### config.mk
export PLATFORM = sky130hd
export DESIGN_NAME = gf2_rref_flat
export DESIGN_NICKNAME = d
export VERILOG_FILES = /design/src/rtl/gf2_rref_pkg.sv /design/src/rtl/gf2_rref_if.sv /design/src/rtl/gf2_rref_pivot_find.sv /design/src/rtl/gf2_rref.sv /design/src/flat_wrapper.sv
export SDC_FILE = /design/constraint.sdc
export NUM_CORES = 1
export LEC_CHECK = 0
export BUFFER_PORTS_ARGS = -buffer_cell sky130_fd_sc_hd__clkbuf_2
export CAP_MARGIN = 20
export CORE_AREA = 8 8 176 95
export CTS_BUF_LIST = sky130_fd_sc_hd__clkbuf_2 sky130_fd_sc_hd__clkbuf_4 sky130_fd_sc_hd__clkbuf_8
export CTS_CLUSTER_SIZE = 14
export DETAILED_ROUTE_END_ITERATION = 7
export DIE_AREA = 0 0 184 103
export PLACE_DENSITY = 0.64
export SLEW_MARGIN = 20
export SYNTH_ARGS = -nofsm -noshare
export SYNTH_HDL_FRONTEND = slang
export SYNTH_SLANG_ARGS = --single-unit
### constraint.sdc
create_clock -name clk -period 3.5 [get_ports clk]
set_input_delay 0 -clock clk [delete_from_list [all_inputs] [get_ports clk]]
set_output_delay 0 -clock clk [all_outputs]
set_load 0.02 [all_outputs]
### src/rtl/gf2_rref_pkg.sv
// -----------------------------------------------------------------------------
// gf2_pkg -- shared types and width helpers for the GF(2) Gauss-Jordan
// eliminator (gf2_rref) and its pivot finder.
//   state_e : FSM encoding (IDLE, PIVOT, ELIM), also exported on state_o.
//   rank_w  : width able to hold 0..rows (rank and the pivot-row pointer).
//   row_w   : width of a row index 0..rows-1.
//   col_w   : width of a column index 0..cols-1.
// -----------------------------------------------------------------------------
package gf2_pkg;

  typedef enum logic [1:0] {
    IDLE  = 2'd0,
    PIVOT = 2'd1,
    ELIM  = 2'd2
  } state_e;

  function automatic int rank_w(input int rows);
    return $clog2(rows + 1);
  endfunction

  function automatic int row_w(input int rows);
    return (rows > 1) ? $clog2(rows) : 1;
  endfunction

  function automatic int col_w(input int cols);
    return (cols > 1) ? $clog2(cols) : 1;
  endfunction

endpackage

### src/rtl/gf2_rref_if.sv
// -----------------------------------------------------------------------------
// gf2_rref_if -- request/result bundle of the GF(2) eliminator.
//   start/matrix        : request; matrix is sampled on the edge that accepts
//                         start (start is only accepted while busy=0).
//   busy/done           : busy spans the run; done is a one-cycle pulse.
//   rref_valid/RREF     : result rows, stable while rref_valid=1.
//   rank/pivot_mask     : pivot count and per-variable pivot flags.
//   inconsistent        : some non-pivot row carries a set RHS bit.
//   cycle_count         : processing cycles of the last run (0 when the
//                         counter is not built).
// Handshake: start is a level request, accepted on any rising edge where the
// eliminator is idle (busy=0); there is no back-pressure on the results,
// which simply hold until the next accepted start.
// Modports: slave = eliminator, master = requester.
// -----------------------------------------------------------------------------
interface gf2_rref_if #(
  parameter int ROWS = 4,
  parameter int COLS = 7
);
  import gf2_pkg::*;

  logic                      start;
  logic [COLS-1:0]           matrix [ROWS];
  logic                      busy;
  logic                      done;
  logic                      rref_valid;
  logic [COLS-1:0]           RREF [ROWS];
  logic [rank_w(ROWS)-1:0]   rank;
  logic [COLS-2:0]           pivot_mask;
  logic                      inconsistent;
  logic [15:0]               cycle_count;

  modport slave (
    input  start, matrix,
    output busy, done, rref_valid, RREF, rank, pivot_mask, inconsistent,
           cycle_count
  );

  modport master (
    output start, matrix,
    input  busy, done, rref_valid, RREF, rank, pivot_mask, inconsistent,
           cycle_count
  );

endinterface

### src/rtl/gf2_rref_pivot_find.sv
// -----------------------------------------------------------------------------
// gf2_pivot_find -- combinational priority encoder picking the lowest row
// index >= prow_i whose bit in the current column is set.
//   col_bits_i : bit col of every row (bit r = row r).
//   prow_i     : first row still eligible to become a pivot row.
//   found_o    : a candidate exists.
//   row_o      : index of the lowest candidate (0 when found_o=0).
// -----------------------------------------------------------------------------
module gf2_pivot_find
  import gf2_pkg::*;
#(
  parameter int ROWS = 4
) (
  input  logic [ROWS-1:0]         col_bits_i,
  input  logic [rank_w(ROWS)-1:0] prow_i,
  output logic                    found_o,
  output logic [row_w(ROWS)-1:0]  row_o
);

  localparam int RANK_W = rank_w(ROWS);
  localparam int ROW_W  = row_w(ROWS);

  // Scanning downwards lets the lowest eligible row win the final assignment.
  always_comb begin
    found_o = 1'b0;
    row_o   = '0;
    for (int i = ROWS - 1; i >= 0; i--) begin
      if (col_bits_i[i] && (RANK_W'(i) >= prow_i)) begin
        found_o = 1'b1;
        row_o   = ROW_W'(i);
      end
    end
  end

endmodule

### src/rtl/gf2_rref.sv
// -----------------------------------------------------------------------------
// gf2_rref -- in-place Gauss-Jordan elimination of an augmented ROWS x COLS
// matrix over GF(2). Bits COLS-2..0 of a row are variables, bit COLS-1 is
// the right-hand side.
// Ports:
//   clk     : rising-edge clock.
//   rst     : asynchronous active-high reset; aborts any run.
//   bus     : gf2_rref_if.slave (start/matrix in, results out).
//   state_o : current FSM state, for observation.
// Optional build macro: GF2_RREF_CYCLE_COUNT_EN adds a saturating 16-bit
// processing-cycle counter behind bus.cycle_count; otherwise it reads 0.
// -----------------------------------------------------------------------------
module gf2_rref
  import gf2_pkg::*;
#(
  parameter int ROWS = 4,
  parameter int COLS = 7
) (
  input  logic       clk,
  input  logic       rst,
  gf2_rref_if.slave  bus,
  output state_e     state_o
);

  localparam int RANK_W = rank_w(ROWS);
  localparam int ROW_W  = row_w(ROWS);
  localparam int COL_W  = col_w(COLS);
  localparam int VARS   = COLS - 1;

  localparam logic [COL_W-1:0]  COL_LAST = COL_W'(COLS - 1);
  localparam logic [RANK_W-1:0] ROW_END  = RANK_W'(ROWS);

  state_e              state_q, state_d;
  logic [COLS-1:0]     rows_q [ROWS];
  logic [COLS-1:0]     rows_d [ROWS];
  logic [COL_W-1:0]    col_q, col_d;
  logic [RANK_W-1:0]   prow_q, prow_d;
  logic [RANK_W-1:0]   rank_q, rank_d;
  logic [VARS-1:0]     mask_q, mask_d;
  logic                done_q, done_d;
  logic                valid_q, valid_d;

  logic [ROWS-1:0]     col_bits;
  logic                piv_found;
  logic [ROW_W-1:0]    piv_row;
  logic [ROW_W-1:0]    prow_idx;
  logic                incons;

  // prow never reaches ROWS while in PIVOT/ELIM, so the narrow index is safe.
  assign prow_idx = prow_q[ROW_W-1:0];

  always_comb begin
    for (int r = 0; r < ROWS; r++) begin
      col_bits[r] = rows_q[r][col_q];
    end
  end

  gf2_pivot_find #(.ROWS(ROWS)) u_pivot_find (
    .col_bits_i (col_bits),
    .prow_i     (prow_q),
    .found_o    (piv_found),
    .row_o      (piv_row)
  );

  always_ff @(posedge clk or posedge rst) begin
    if (rst) begin
      state_q <= IDLE;
      for (int r = 0; r < ROWS; r++) begin
        rows_q[r] <= '0;
      end
      col_q   <= '0;
      prow_q  <= '0;
      rank_q  <= '0;
      mask_q  <= '0;
      done_q  <= 1'b0;
      valid_q <= 1'b0;
    end else begin
      state_q <= state_d;
      rows_q  <= rows_d;
      col_q   <= col_d;
      prow_q  <= prow_d;
      rank_q  <= rank_d;
      mask_q  <= mask_d;
      done_q  <= done_d;
      valid_q <= valid_d;
    end
  end

  always_comb begin
    state_d = state_q;
    rows_d  = rows_q;
    col_d   = col_q;
    prow_d  = prow_q;
    rank_d  = rank_q;
    mask_d  = mask_q;
    done_d  = 1'b0;
    valid_d = valid_q;

    unique case (state_q)
      IDLE: begin
        if (bus.start) begin
          rows_d  = bus.matrix;
          col_d   = '0;
          prow_d  = '0;
          rank_d  = '0;
          mask_d  = '0;
          valid_d = 1'b0;
          state_d = PIVOT;
        end
      end

      PIVOT: begin
        if (piv_found) begin
          // Swap is a no-op when the pivot already sits at prow.
          rows_d[prow_idx] = rows_q[piv_row];
          rows_d[piv_row]  = rows_q[prow_idx];
          mask_d           = mask_q | (VARS'(1) << col_q);
          state_d          = ELIM;
        end else begin
          col_d = col_q + 1'b1;
        end
      end

      ELIM: begin
        // Clearing above and below the pivot gives reduced (not just
        // echelon) form in a single pass.
        for (int r = 0; r < ROWS; r++) begin
          if ((ROW_W'(r) != prow_idx) && rows_q[r][col_q]) begin
            rows_d[r] = rows_q[r] ^ rows_q[prow_idx];
          end
        end
        prow_d  = prow_q + 1'b1;
        rank_d  = rank_q + 1'b1;
        col_d   = col_q + 1'b1;
        state_d = PIVOT;
      end

      default: state_d = IDLE;
    endcase

    // Run ends on the same edge that exhausts variables or rows.
    if ((state_q != IDLE) && ((col_d == COL_LAST) || (prow_d == ROW_END))) begin
      state_d = IDLE;
      done_d  = 1'b1;
      valid_d = 1'b1;
    end
  end

  // Rows at or below rank are all-zero in the variable columns; a set RHS
  // there is the contradiction 0 = 1.
  always_comb begin
    incons = 1'b0;
    for (int r = 0; r < ROWS; r++) begin
      if ((RANK_W'(r) >= rank_q) && rows_q[r][COLS-1]) begin
        incons = 1'b1;
      end
    end
  end

  assign bus.busy         = (state_q != IDLE);
  assign bus.done         = done_q;
  assign bus.rref_valid   = valid_q;
  assign bus.RREF         = rows_q;
  assign bus.rank         = rank_q;
  assign bus.pivot_mask   = mask_q;
  assign bus.inconsistent = incons;
  assign state_o          = state_q;

`ifdef GF2_RREF_CYCLE_COUNT_EN
  logic [15:0] cnt_q;
  logic [15:0] cc_q;
  logic [15:0] cnt_inc;

  assign cnt_inc = (cnt_q == 16'hFFFF) ? cnt_q : cnt_q + 16'd1;

  // cnt_q counts the run in progress; cc_q publishes it on the done edge,
  // including the final processing cycle.
  always_ff @(posedge clk or posedge rst) begin
    if (rst) begin
      cnt_q <= '0;
      cc_q  <= '0;
    end else if (state_q == IDLE) begin
      if (bus.start) begin
        cnt_q <= '0;
      end
    end else begin
      cnt_q <= cnt_inc;
      if (done_d) begin
        cc_q <= cnt_inc;
      end
    end
  end

  assign bus.cycle_count = cc_q;
`else
  assign bus.cycle_count = 16'd0;
`endif

endmodule

### src/flat_wrapper.sv
// flat-port wrapper written by rule: the top's interface ports become plain ports
module gf2_rref_flat import gf2_pkg::*;
#(
  parameter int ROWS = 4,
  parameter int COLS = 7
)
  (clk, rst, state_o, bus_start, bus_matrix, bus_busy, bus_done, bus_rref_valid, bus_RREF, bus_rank, bus_pivot_mask, bus_inconsistent, bus_cycle_count);
  gf2_rref_if #(.ROWS(ROWS), .COLS(COLS)) bus_i ();
  input  logic clk;
  input  logic rst;
  output state_e state_o;
  input wire logic [$bits(bus_i.start)-1:0] bus_start;
  input wire logic [$bits(bus_i.matrix)-1:0] bus_matrix;
  output wire logic [$bits(bus_i.busy)-1:0] bus_busy;
  output wire logic [$bits(bus_i.done)-1:0] bus_done;
  output wire logic [$bits(bus_i.rref_valid)-1:0] bus_rref_valid;
  output wire logic [$bits(bus_i.RREF)-1:0] bus_RREF;
  output wire logic [$bits(bus_i.rank)-1:0] bus_rank;
  output wire logic [$bits(bus_i.pivot_mask)-1:0] bus_pivot_mask;
  output wire logic [$bits(bus_i.inconsistent)-1:0] bus_inconsistent;
  output wire logic [$bits(bus_i.cycle_count)-1:0] bus_cycle_count;
  assign bus_i.start = bus_start;
  assign bus_i.matrix = {>>{bus_matrix}};
  assign bus_busy = bus_i.busy;
  assign bus_done = bus_i.done;
  assign bus_rref_valid = bus_i.rref_valid;
  assign bus_RREF = {>>{bus_i.RREF}};
  assign bus_rank = bus_i.rank;
  assign bus_pivot_mask = bus_i.pivot_mask;
  assign bus_inconsistent = bus_i.inconsistent;
  assign bus_cycle_count = bus_i.cycle_count;
  gf2_rref #(.ROWS(ROWS), .COLS(COLS)) u_core (.clk(clk), .rst(rst), .bus(bus_i), .state_o(state_o));
endmodule
* Word level (Yosys, flattened, before mapping)
Index checks and enable logic that the tools add are counted.
Storage, ports and cells: flip-flop bits (word level) 47, input bits 31, output and inout port bits 59, word-level logic and storage cells 139
Operators by class: $add $sub $neg 3, $lt $le $gt $ge 13, equality and inequality tests 15, shift operators 1, muxes and demuxes 57, bitwise gates (word level) 7, reduce and logical (&&, ||, !) cells 32
Operators with widths (count):
- $pmux 28 s3 | 1
- $mux 7 | 10
- $bwmux 28 | 2
- $mux 28 | 2
- $bmux 7 s2 | 2
- $demux 7 s2 | 2
- $xor 7x7->7 | 4
- $mux 1 | 16
- $reduce_and 4->1 | 4
- $logic_and 1x1->1 | 15
- $mux 2 | 7
- $bmux 1 s3 | 4
- $ge 1x3->1 const A | 4
- $ge 2x3->1 const A | 4
- $mux 3 | 4
- $mux 6 | 2
- $pmux 3 s2 | 2
- $pmux 6 s2 | 1
- $reduce_bool 2->1 | 6
- $ne 2x1->1 const B | 5
- $add 3x1->3 const B | 3
- $pmux 3 s3 | 1
- $eq 3x3->1 const B | 2
- $ge 3x3->1 const B | 2
- 18 further kinds | 23

* Longest topological paths before layout
Gate-level depths: netlist of run 1.
word-level depth 15, mapped depth 13, depth with buffers taken out 9

* Cells and area by module
A second synthesis of run 1 with hierarchy kept.
Unflattened totals: cells, all modules 638, area, all modules 4994.8 µm²
By module, submodules not included:
- gf2_rref | times used 1, cells each 627, area each 4927.2 µm², seq. area each 1176.1 µm²
- gf2_pivot_find | times used 1, cells each 11, area each 67.6 µm², seq. area each 0.0 µm²

* Worst setup path after synthesis of run 1
OpenSTA, ideal clock, no wires.
path type flip-flop to flip-flop, start register u_core.prow_q[0], end register u_core.rows_q (netlist bit u_core.bus.RREF[5]), arrival time 2.791 ns, data required time 3.366 ns, path slack 0.575 ns, cell stages (with the launch flop) 13, period minus slack after synthesis 2.925 ns, cell sequence dfrtp_1 buf_2 inv_1 ha_1 buf_2 inv_1 a31oi_2 and3_1 or4_1 buf_2 mux2_4 a221oi_2 o31ai_1
Between the ends: cells in the longest elaborated chain, start to end 14, elaborated cells between the ends (all ways) 45, those cells by class order compare (8); eq/ne (3); mux (23); bitwise (3); reduce/logical (8)
RTL lines:
- from (decl) | line gf2_rref.sv:37 | logic [RANK_W-1:0] prow_q, prow_d;
- from (signal assigned) | line gf2_rref.sv:81 | prow_q <= prow_d;
- $ge 2x3->1 | line gf2_rref_pivot_find.sv:28 | if (col_bits_i[i] && (RANK_W'(i) >= prow_i)) begin
- $logic_and 1x1->1 | line gf2_rref_pivot_find.sv:28
- $mux 2 (4 in a row) | line gf2_rref_pivot_find.sv:28
- $not 2->3 (implied by the code) | line gf2_rref.sv:115, gf2_rref.sv:116
- $ge 3x3->1 (implied by the code), or another cell as far along | line gf2_rref.sv:116 | rows_d[piv_row] = rows_q[prow_idx];
- $logic_and 1x1->1 (implied by the code) / $mux 7 (equally long branches) | line gf2_rref.sv:116, gf2_rref.sv:115
- $mux 7, on equally long branches | line gf2_rref.sv:116, gf2_rref.sv:115
- $demux 7 s2 / $bwmux 28 (equally long branches) | line gf2_rref.sv:116, gf2_rref.sv:115
- $bwmux 28 | line gf2_rref.sv:116
- $mux 28 | line gf2_rref.sv:113 | if (piv_found) begin
- $pmux 28 s3 | line gf2_rref.sv:99 | unique case (state_q)
- to (signal assigned) | line gf2_rref.sv:79 | rows_q <= rows_d;
- to (decl) | line gf2_rref.sv:34 | logic [COLS-1:0] rows_q [ROWS];
Several ways; a longest one is shown, not always the timed one. The select of a mux whose other input is x is not followed. A chain may end at the register's enable or synchronous reset.

* Worst setup path in the final report of run 1
start register u_core.col_q[2], end register u_core.rows_q (netlist bit u_core.bus.RREF[8])
Between the ends: cells in the longest elaborated chain, start to end 15, elaborated cells between the ends (all ways) 37, those cells by class order compare (2); eq/ne (2); mux (25); bitwise (1); reduce/logical (7)
RTL lines:
- from (decl) | line gf2_rref.sv:36 | logic [COL_W-1:0] col_q, col_d;
- from (signal assigned) | line gf2_rref.sv:80 | col_q <= col_d;
- $bmux 1 s3 | line gf2_rref.sv:54 | col_bits[r] = rows_q[r][col_q];
- $mux 1 (implied by the code) | line gf2_rref.sv:54
- $logic_and 1x1->1 | line gf2_rref_pivot_find.sv:28
- $mux 2 (4 in a row) | line gf2_rref_pivot_find.sv:28
- $not 2->3 (implied by the code) | line gf2_rref.sv:115, gf2_rref.sv:116
- $ge 3x3->1 (implied by the code), or another cell as far along | line gf2_rref.sv:116
- $logic_and 1x1->1 (implied by the code) / $mux 7 (equally long branches) | line gf2_rref.sv:116, gf2_rref.sv:115
- $mux 7, on equally long branches | line gf2_rref.sv:116, gf2_rref.sv:115
- $demux 7 s2 / $bwmux 28 (equally long branches) | line gf2_rref.sv:116, gf2_rref.sv:115
- $bwmux 28 | line gf2_rref.sv:116
- $mux 28 | line gf2_rref.sv:113
- $pmux 28 s3 | line gf2_rref.sv:99
Several ways; a longest one is shown, not always the timed one. The select of a mux whose other input is x is not followed.

==> results of run 1 <==
[synth_stat cells (12+ instances only)]
library cell / n / area share
o21ai_0: 20 / 0.021
buf_4: 16 / 0.025
inv_1: 35 / 0.027
a21oi_1: 37 / 0.038
nand3_1: 17 / 0.017
o211ai_1: 12 / 0.019
ha_1: 17 / 0.044
dfrtp_1: 47 / 0.24
nor2_1: 46 / 0.035
nand2_1: 46 / 0.035
clkbuf_1: 33 / 0.025
mux2i_1: 16 / 0.033
nand4_1: 14 / 0.018
[registers in the layout (all words and copies together) (netlist names)]
signal	count
u_core.bus.rank	3
u_core.state_o	2
u_core.bus.RREF	28
u_core.bus.done	1
u_core.col_q	3
u_core.bus.pivot_mask	6
u_core.bus.rref_valid	1
u_core.prow_q	3
[what timing repair did]
item	in CTS	in global routing
hold buffers	15	0
setup endpoints to repair	0	0
hold endpoints to repair	33	0
resized for setup	0	0
buffers inserted	0	0
[worst reg2reg max path, stage by stage, from the launching register on]
cell and delay, ps:
dfrtp_1 730, nor2_2 170, a22oi_1 350, o2111a_1 400, buf_4 320, nor3_1 110
nor3_1 720, a221oi_1 270, o221ai_1 210
[routing by layer]
layer  vias up  routed length, um  track usage
li1       2389                  -            -
met1      2608               9500        0.320
met2       398               7750        0.276
met3        28               2980       0.0763
met4         0                210       0.0382
met5         -                  0            0
[kinds of logic after synthesis]
| group | after synthesis |
|---|---|
| buf+inv | 100 |
| xor+xnor | 15 |
| mux | 25 |
| fa+ha+maj | 17 |
| compound gates | 210 |
| other cells | 1 |
| flops | 47 |
| simple gates | 181 |
[per-stage QoR]
step | cells | worst slack [ps] | hold WS (ps) | area, um2
after detailed placement | 848 | 353 | 48.8 | 5420
final | 871 | 141 | 8.75 | 5710
after global placement | 847 | 311 | 251 | 5400
after CTS | 871 | 309 | 0.662 | 5710
after floorplan | 611 | 575 | 150 | 4920
after global routing | 871 | 56.3 | 13.6 | 5710
[path summary, 6_finish.rpt]
check	slack [ps]	startpoint	endpoint	cells after the start
max	140	u_core.col_q[2]	u_core.bus.RREF[8]	8
min	9	bus_matrix[22]	u_core.bus.RREF[22]	3
max reg2reg	140	u_core.col_q[2]	u_core.bus.RREF[8]	8
min reg2reg	500	u_core.bus.rref_valid	u_core.bus.rref_valid	1
max in group asynchronous	2700	rst	u_core.bus.RREF[17]	4
min in group asynchronous	220	rst	u_core.bus.RREF[8]	3
[area by class of cell]
class	count	area, um2
clock inverter	3	67.6
clock buffer	5	68.8
fill	1475	8410
tap	198	248
multi-input combinational	464	3260
sequential	47	1180
inverter	35	131
timing repair buffer	119	761
==> impl_results.md, run 1 <==
- CP max stage delay: 730 ps
- Critical path arrival: 3610 ps
- Crit path required time: 3750 ps
- Cell repeated most along the worst path: nor3_1
- Crit path time final: 3360 ps
- Clock Sinks: 47
- Buffer levels on the longest clock path: 2
- Share of flip-flops with an asynchronous set or reset after synthesis: 1.00
- Die Area: 19000 um2
- # IOs: 90
- Proportion of synthesized chip area in sequential cells: 0.242
- Vias after detailed routing: 5423
- Height of the die: 103 um
- Total standard cell area after synthesis: 4870 um2
- Final layout net count: 720
- Dominant combinational cell family by area after synthesis: compound AO/OA/AOI/OAI gates
- Cts bufs inserted: 5
- Largest net degree at the start of global routing: 42
- Arithmetic-cell share of the synthesized area counting full adders, half adders and majority gates: 0.0437
- Maximum Capacitance Violations: 0
- Detailed Route WL: 20400 um
- Average wire per cell in the routed design: 23.5 um
- Die extent in x: 184 um
- Total of warnings raised by yosys: 0
- Max H-tree Level: 2
- Type of element capturing the critical path: register
- Number of enable flip-flop cells after synthesis: 0
- Top delay family on crit path: compound AO/OA/AOI/OAI gates
- Detailed placer's ending HPWL: 15400 um
- Unrepaired setup endpoints after global routing: no
- TritonCTS clock tree: yes
- Slew Viols, Final: 0
- Share of the core filled with cells: 0.404
- Diodes inserted: 0
- Critical Path Start Type: register
- Post-synth cell types: 79
- Post-synthesis xor/xnor area fraction: 0.0270
- Highest net fanout along the worst path: 15
- Part of the cycle the worst path needs: 0.960
- Ys flop type: dfrtp_1
- Flops & latches, synth: 47
- Clock transition at the register clock pins on the worst setup and hold paths after CTS: 120 ps
- Average cell area after synthesis: 8.17 um2
- Number of remaining DRC errors: 0
- Fmax achieved: 298 MHz
- Area of the core: 14100 um2
- Final setup viols: 0
- Number of port buffers: 73
- Relative slew margins: 0.241
- Most common cell after layout, fill and taps aside: clkbuf_2
- Initial core utilization: 0.345
- Antenna violations before repair: 0
- Worst path cell trace: nor2_2 -> a22oi_1 -> o2111a_1 -> buf_4 -> nor3_1 -> nor3_1 -> a221oi_1 -> o221ai_1
- Synth Area in Simple Gates: 0.186
- Share of layout cells above drive strength 1: 0.217
- Cell count after synthesis: 596
- Clock Tree Root: clkbuf_8
- First-pass detailed-route iteration total: 6
- Global route total overflow: 0
- Number of hold violations in the final report: 0
- Number of global-route vias before repair: 5159
- Tightest Pin Transition: 1130 ps
- Antenna-violating nets left: 0
- Category of the most critical setup path: register to register
- Drt initial violations: 773
- Slowest cell on the critical path: dfrtp_1
- GP Congestion: 1.03
- Wire length of the first global-routing pass: 31100 um
- Share of cell area taken by muxes after synthesis: 0.0707
- Buffers & Inverters on Critical Path: 1
- Status: finished clean
- Synthesized-area fraction occupied by ao, oa, aoi and oai cells: 0.329
- Tot GR Track Use: 0.212
- Commonest non-fill, non-tap cells in the layout: clkbuf_2, dfrtp_1, nand2_1, nor2_1, a21oi_1
- Total number of placement rows: 31
- TNS Setup: 0 ps
- Via density per instance: 6.23
- Type of the most critical hold path: input port to register
- Worst-Skew Late Latency: 330 ps
- Area growth, synth to finish: 17.2%
- Worst Clk Skew: 18.5 ps
Power of run 1 is left out: the tool's default activity adds up to more than one toggle a clock period on the data nets, which glitch-free logic cannot reach.
==> run 2, diff against run 1 <==
- ABC_AREA: not set -> 1
- CORE_AREA: 8 8 176 95 -> 8 8 180 97
- CTS_CLUSTER_DIAMETER: not set -> 60
- DIE_AREA: 0 0 184 103 -> 0 0 188 105
==> run 2 against run 1 <==
Net effect:
- the run now ends with hold timing left
- final area increased by 1.2%
- non-clock buffer count decreased by 15
- sequential share of layout area decreased by 0.24 points
- utilization decreased by 1.8 points
- clock-buffer cell count unchanged
- synthesized area increased by 4.5%
- global-route usage decreased by 1.4 points
- worst setup slack improved by 550 ps
- flip-flop and latch count unchanged
- critical path depth increased by 9
- via count increased by 6.2%
- largest cell class unchanged
==> impl_results.md, run 2 <==
- Drt initial violations: 766
- Type of the most critical hold path: input port to register
- Relative slew margins: 0.422
- Average wire per cell in the routed design: 17.8 um
- Post_cts resized: 0
- Max H-tree Level: 2
- Tot GR Track Use: 0.198
- Worst path cell trace: clkinv_1 -> ha_1 -> inv_1 -> o21ai_0 -> nand3_4 -> nand2_4 -> nor2_4 -> buf_4 -> nand2_1 -> nand2_1 -> inv_1 -> nand3_1 -> o21bai_1 -> nand2_1 -> nand2_1 -> nand2_1 -> nand2_1
- Buffer levels on the longest clock path: 2
- Most common cell after layout, fill and taps aside: nand2_1
- Share of layout cells above drive strength 1: 0.150
- Number of global-route vias before repair: 5051
- Number of hold violations in the final report: 2
- Detailed Route WL: 20300 um
- Flops & latches, synth: 47
- Clock transition at the register clock pins on the worst setup and hold paths after CTS: 110 ps
- Cell count after synthesis: 862
- Most numerous cell in the Yosys netlist: nand2_1
- Height of the die: 105 um
- TritonCTS clock tree: yes
- First-pass detailed-route iteration total: 5
- Number of port buffers: 73
- Part of the cycle the worst path needs: 0.804
- Crit path time final: 2810 ps
- Area fraction of the dominant cell type after synthesis: 0.231
- Cts bufs inserted: 5
- Clock Sinks: 47
- Number of cells on the worst reg-to-reg path: 17
- Wire length of the first global-routing pass: 31000 um
- Synthesized-area fraction occupied by ao, oa, aoi and oai cells: 0.160
- Critical path arrival: 3050 ps
- RR Endpoint: u_core.bus.RREF[18]
- Share of flip-flops with an asynchronous set or reset after synthesis: 1.00
- Slowest cell on the critical path: dfrtp_1
- Area of the core: 14900 um2
- Number of enable flip-flop cells after synthesis: 0
- CP max stage delay: 610 ps
- Detailed placer's ending HPWL: 15500 um
- Worst r2r src: u_core.prow_q[1]
- Initial core utilization: 0.341
- GP Congestion: 1.02
- Worst min-delay path endpoint: u_core.bus.RREF[13]
- Proportion of synthesized chip area in sequential cells: 0.231
- Hold path depth: 5
- Violated checks: hold timing
- Share of cell area taken by muxes after synthesis: 0.00221
- Category of the most critical setup path: register to register
- Worst-Skew Late Latency: 330 ps
- Commonest non-fill, non-tap cells in the layout: nand2_1, inv_1, nor2_1, o21ai_0, nand3_1
- Die extent in x: 188 um
- Antenna-violating nets left: 0
- Final-layout worst hold slack: -2.05 ps
- Arithmetic-cell share of the synthesized area counting full adders, half adders and majority gates: 0.0418
- Total standard cell area after synthesis: 5090 um2
- # IOs: 90
- Post-synthesis xor/xnor area fraction: 0
- Largest register FFs: 28
- Post-synth cell types: 33
- # hold bufs at CTS: 12
- Maximum Capacitance Violations: 0
- Die Area: 19700 um2
- Library cell with the largest summed area after synthesis: dfrtp_1
- Average cell area after synthesis: 5.90 um2
- Via density per instance: 5.04
- Final layout net count: 985
- Largest net degree at the start of global routing: 48
- Global route total overflow: 0
- Unrepaired setup endpoints after global routing: no
- Vias after detailed routing: 5758
- Ys flop type: dfrtp_1
- Worst Clk Skew: 12.8 ps
- Total of warnings raised by yosys: 0
- Dominant combinational cell family by area after synthesis: simple AND/OR/NAND/NOR gates
- Cell repeated most along the worst path: nand2_1
- TNS Setup: 0 ps
- Number of remaining DRC errors: 0
- Area growth, synth to finish: 13.5%
- Clock Tree Root: clkbuf_8
- Minimum setup slack among reg-to-reg paths: 690 ps
- Diodes inserted: 0
- Final setup viols: 0
- Antenna violations before repair: 0
- Tightest Pin Transition: 867 ps
- Number of buffers inserted to repair setup after CTS: 0
- Status: finished, violations left
- Total number of placement rows: 32
- Leading cell types by total area after synthesis: dfrtp_1, nand2_1, inv_1
- Worst Hold Launch: bus_matrix[13]
- Crit path required time: 3730 ps
- Critical Path Start Type: register
- Synth Area in Simple Gates: 0.401
- Highest net fanout along the worst path: 12
- Slew Viols, Final: 0
- Type of element capturing the critical path: register
- Ranking of synthesized cells by instance count: nand2_1, inv_1, nor2_1
- Fmax achieved: 355 MHz
==> run 2: cell count changes in the layout (fill, tap and decap cells not counted), sizes merged, moves of 13 or more <==
cell / delta
o221ai: -13
o21ai: +80
mux2i: -16
o311ai: -17
nand3: +64
inv: +96
nand2: +230
nor2: +45
==> run 2: cell type report <==
class | instances | area, um2
Clock buffer | 5 | 68.8
Clock inverter | 3 | 18.8
Fill cell | 1685 | 9160
Inverter | 131 | 492
Multi-Input combinational cell | 648 | 3140
Sequential cell | 47 | 1180
Tap cell | 204 | 255
Timing Repair Buffer | 104 | 628
==> run 2: worst max-delay path by stage <==
stage | slack (ps) | to | from | cells after the start
floorplan | 880 | u_core.bus.RREF[23] | u_core.prow_q[0] | 18
global placement | 830 | u_core.bus.RREF[21] | u_core.prow_q[1] | 17
detailed placement | 800 | u_core.bus.RREF[5] | u_core.prow_q[1] | 17
CTS | 790 | u_core.bus.RREF[5] | u_core.prow_q[1] | 17
global route | 490 | u_core.bus.RREF[5] | u_core.prow_q[0] | 17
finish | 690 | u_core.bus.RREF[18] | u_core.prow_q[1] | 17
==> run 2: kinds of logic (layout without fill, tap and decap cells) <==
logic type	Yosys count	after routing
buffers and inverters	182	243
and+or+nand+nor	458	458
adders and majority gates	17	17
other	1	16
muxes	1	1
AOI/OAI and AO/OA	156	156
DFF	47	47
==> run 2: critical path, delay by kind of cell, from the launching register on <==
family	cells	cell delay, ps
AO/OA/AOI/OAI	2	270
adder cells (fa/ha/maj)	1	230
buffers and inverters	4	550
flip-flops	1	610
AND/OR/NAND/NOR	10	1060
==> run 2: metrics by stage <==
stage | setup WS, ps | util | area (um2) | cells
2_1_floorplan | 878 | - | 5150 | 877
3_3_place_gp | 829 | 0.373 | 5570 | 1122
3_5_place_dp | 802 | 0.373 | 5570 | 1122
4_1_cts | 789 | 0.387 | 5780 | 1142
5_1_grt | 485 | 0.387 | 5780 | 1142
6_report | 687 | 0.387 | 5780 | 1142
==> run 2: routing by layer <==
| metal | vias to the layer above | wire, um | global-route usage |
|---|---|---|---|
| li1 | 2825 | - | - |
| met1 | 2626 | 10600 | 0.321 |
| met2 | 301 | 6970 | 0.229 |
| met3 | 6 | 2660 | 0.0813 |
| met4 | 0 | 88 | 0.0213 |
| met5 | - | 0 | 0 |
Power of run 2 is left out for the same reason.
==> run 3, diff against run 2 <==
- clock period: 3.5 -> 2.7 ns (I/O delays scaled with it)
==> run 3 against run 2 <==
Net effect:
- first-iteration DRC count did not move
- critical path depth down 3
- the run now ends clean
- utilization increased by 1.1 points
- critical path type unchanged
- routed wire length rose by 2.4%
- worst setup slack got worse by 530 ps
- sequential share of layout area down 0.58 points
- via count grew 0.35%
==> impl_results.md, run 3 (synthesis gave the netlist of run 2 again) <==
- Status: finished clean
- Cts bufs inserted: 5
- Buffer levels on the longest clock path: 2
- Number of remaining DRC errors: 0
- Category of the most critical setup path: register to register
- Worst Clk Skew: 10.1 ps
- Height of the die: 105 um
- Initial core utilization: 0.341
- Most common cell after layout, fill and taps aside: nand2_1
- Share of layout cells above drive strength 1: 0.176
- Commonest non-fill, non-tap cells in the layout: nand2_1, inv_1, nor2_1, o21ai_0
- Largest net degree at the start of global routing: 57
- Via density per instance: 4.97
- Wire length of the first global-routing pass: 32100 um
- Drt initial violations: 766
- Detailed placer's ending HPWL: 16300 um
- Tot GR Track Use: 0.206
- Area of the core: 14900 um2
- Antenna violations before repair: 0
- Unrepaired setup endpoints after global routing: no
- Clock Tree Root: clkbuf_8
- Wire length on met3: 2740 um
- Met1 WL: 10700 um
- Largest register FFs: 28
- Die extent in x: 188 um
- Highest net fanout along the worst path: 7
- Max H-tree Level: 2
- Die Area: 19700 um2
- Relative slew margins: 0.412
- TritonCTS clock tree: yes
- Crit path required time: 2970 ps
- Diodes inserted: 0
- Critical path arrival: 2810 ps
- Final setup viols: 0
- GP Congestion: 1.02
- Type of the most critical hold path: input port to register
- Detailed Route WL: 20800 um
- Uppermost signal routing layer after detailed routing: met4
- Amount of wire on met2 after detailed routing: 7170 um
- Clock transition at the register clock pins on the worst setup and hold paths after CTS: 110 ps
- Vias after detailed routing: 5778
- Maximum Capacitance Violations: 0
- Antenna-violating nets left: 0
- Number of global-route vias before repair: 5310
- TNS Setup: 0 ps
- Number of hold violations in the final report: 0
- First-pass detailed-route iteration total: 6
- Final layout net count: 1005
- # IOs: 90
- Crit path time final: 2540 ps
- Clock Sinks: 47
- Slew Viols, Final: 0
- Total number of placement rows: 32
- Final-layout worst hold slack: 2.10 ps
- Type of element capturing the critical path: register
- Tightest Pin Transition: 882 ps
- Area growth, synth to finish: 16.8%
- Global route total overflow: 0
- Critical Path Start Type: register
- Part of the cycle the worst path needs: 0.941
- Fmax achieved: 394 MHz
- Number of port buffers: 73
- Average wire per cell in the routed design: 17.9 um
- Worst-Skew Late Latency: 320 ps
==> run 3: cell types whose count changed in the layout (fill, tap and decap cells not counted), moves of 2 or more <==
cell / previous run / this run
o21ai_1: 24 / 26
inv_2: 11 / 9
buf_4: 19 / 45
clkbuf_8: 5 / 7
dlygate4sd3_1: 12 / 5
o21ai_0: 80 / 78
==> run 3: metrics by stage <==
stage	std cells	utilization	instance area, um2	setup WS (ps)
4_1_cts	1162	0.398	5940	177
5_1_grt	1162	0.398	5950	46.1
2_1_floorplan	877	-	5150	78.3
3_3_place_gp	1149	0.387	5780	189
6_report	1162	0.398	5950	161
3_5_place_dp	1149	0.387	5780	196
==> run 3: area by class of cell <==
cell class,count,area [um2]
fillers,1693,8990
multi-input cells,648,3140
flip-flops and latches,47,1180
repair buffers,124,773
inverters,131,495
well taps,204,255
clock buffers,7,96.3
clock inverters,1,7.51
==> run 3: critical path, cell delays in order (launching register included) <==
cell     delay (ps)
dfrtp_1         410
inv_1           110
ha_1            160
inv_1            60
a31oi_1         290
nand3_4         150
nand2_4         130
nand2_1         170
nand4_1         160
nand3_1         260
o21ai_1         350
nand2_1          80
nand2_1          70
nand2_1          40
nand2_1          50
==> run 3: path summary, 6_finish.rpt <==
path	slack [ps]	cells after the start	endpoint	start
max in group asynchronous	1810	3	u_core.bus.RREF[14]	rst
worst min register to register	490	2	u_core.bus.rref_valid	u_core.bus.rref_valid
min in group asynchronous	340	3	u_core.bus.RREF[26]	rst
worst max register to register	160	14	u_core.bus.RREF[4]	u_core.prow_q[0]
worst min-delay path	2	5	u_core.bus.RREF[5]	bus_matrix[5]
worst max-delay path	160	14	u_core.bus.RREF[4]	u_core.prow_q[0]
==> run 3: repair_timing <==
| action | 4_1_cts | 5_1_grt |
|---|---|---|
| hold endpoints to repair | 51 | 0 |
| hold buffers | 5 | 0 |
| buffers inserted | 0 | 0 |
| gates resized for setup | 0 | 4 |
| setup endpoints to repair | 0 | 6 |
==> run 3: per-layer routing <==
metal,up-vias,global-route usage
li1,2863,-
met3,19,0.0849
met2,288,0.252
met5,-,0
met1,2608,0.322
met4,0,0.0252
Power of run 3 is left out for the same reason.
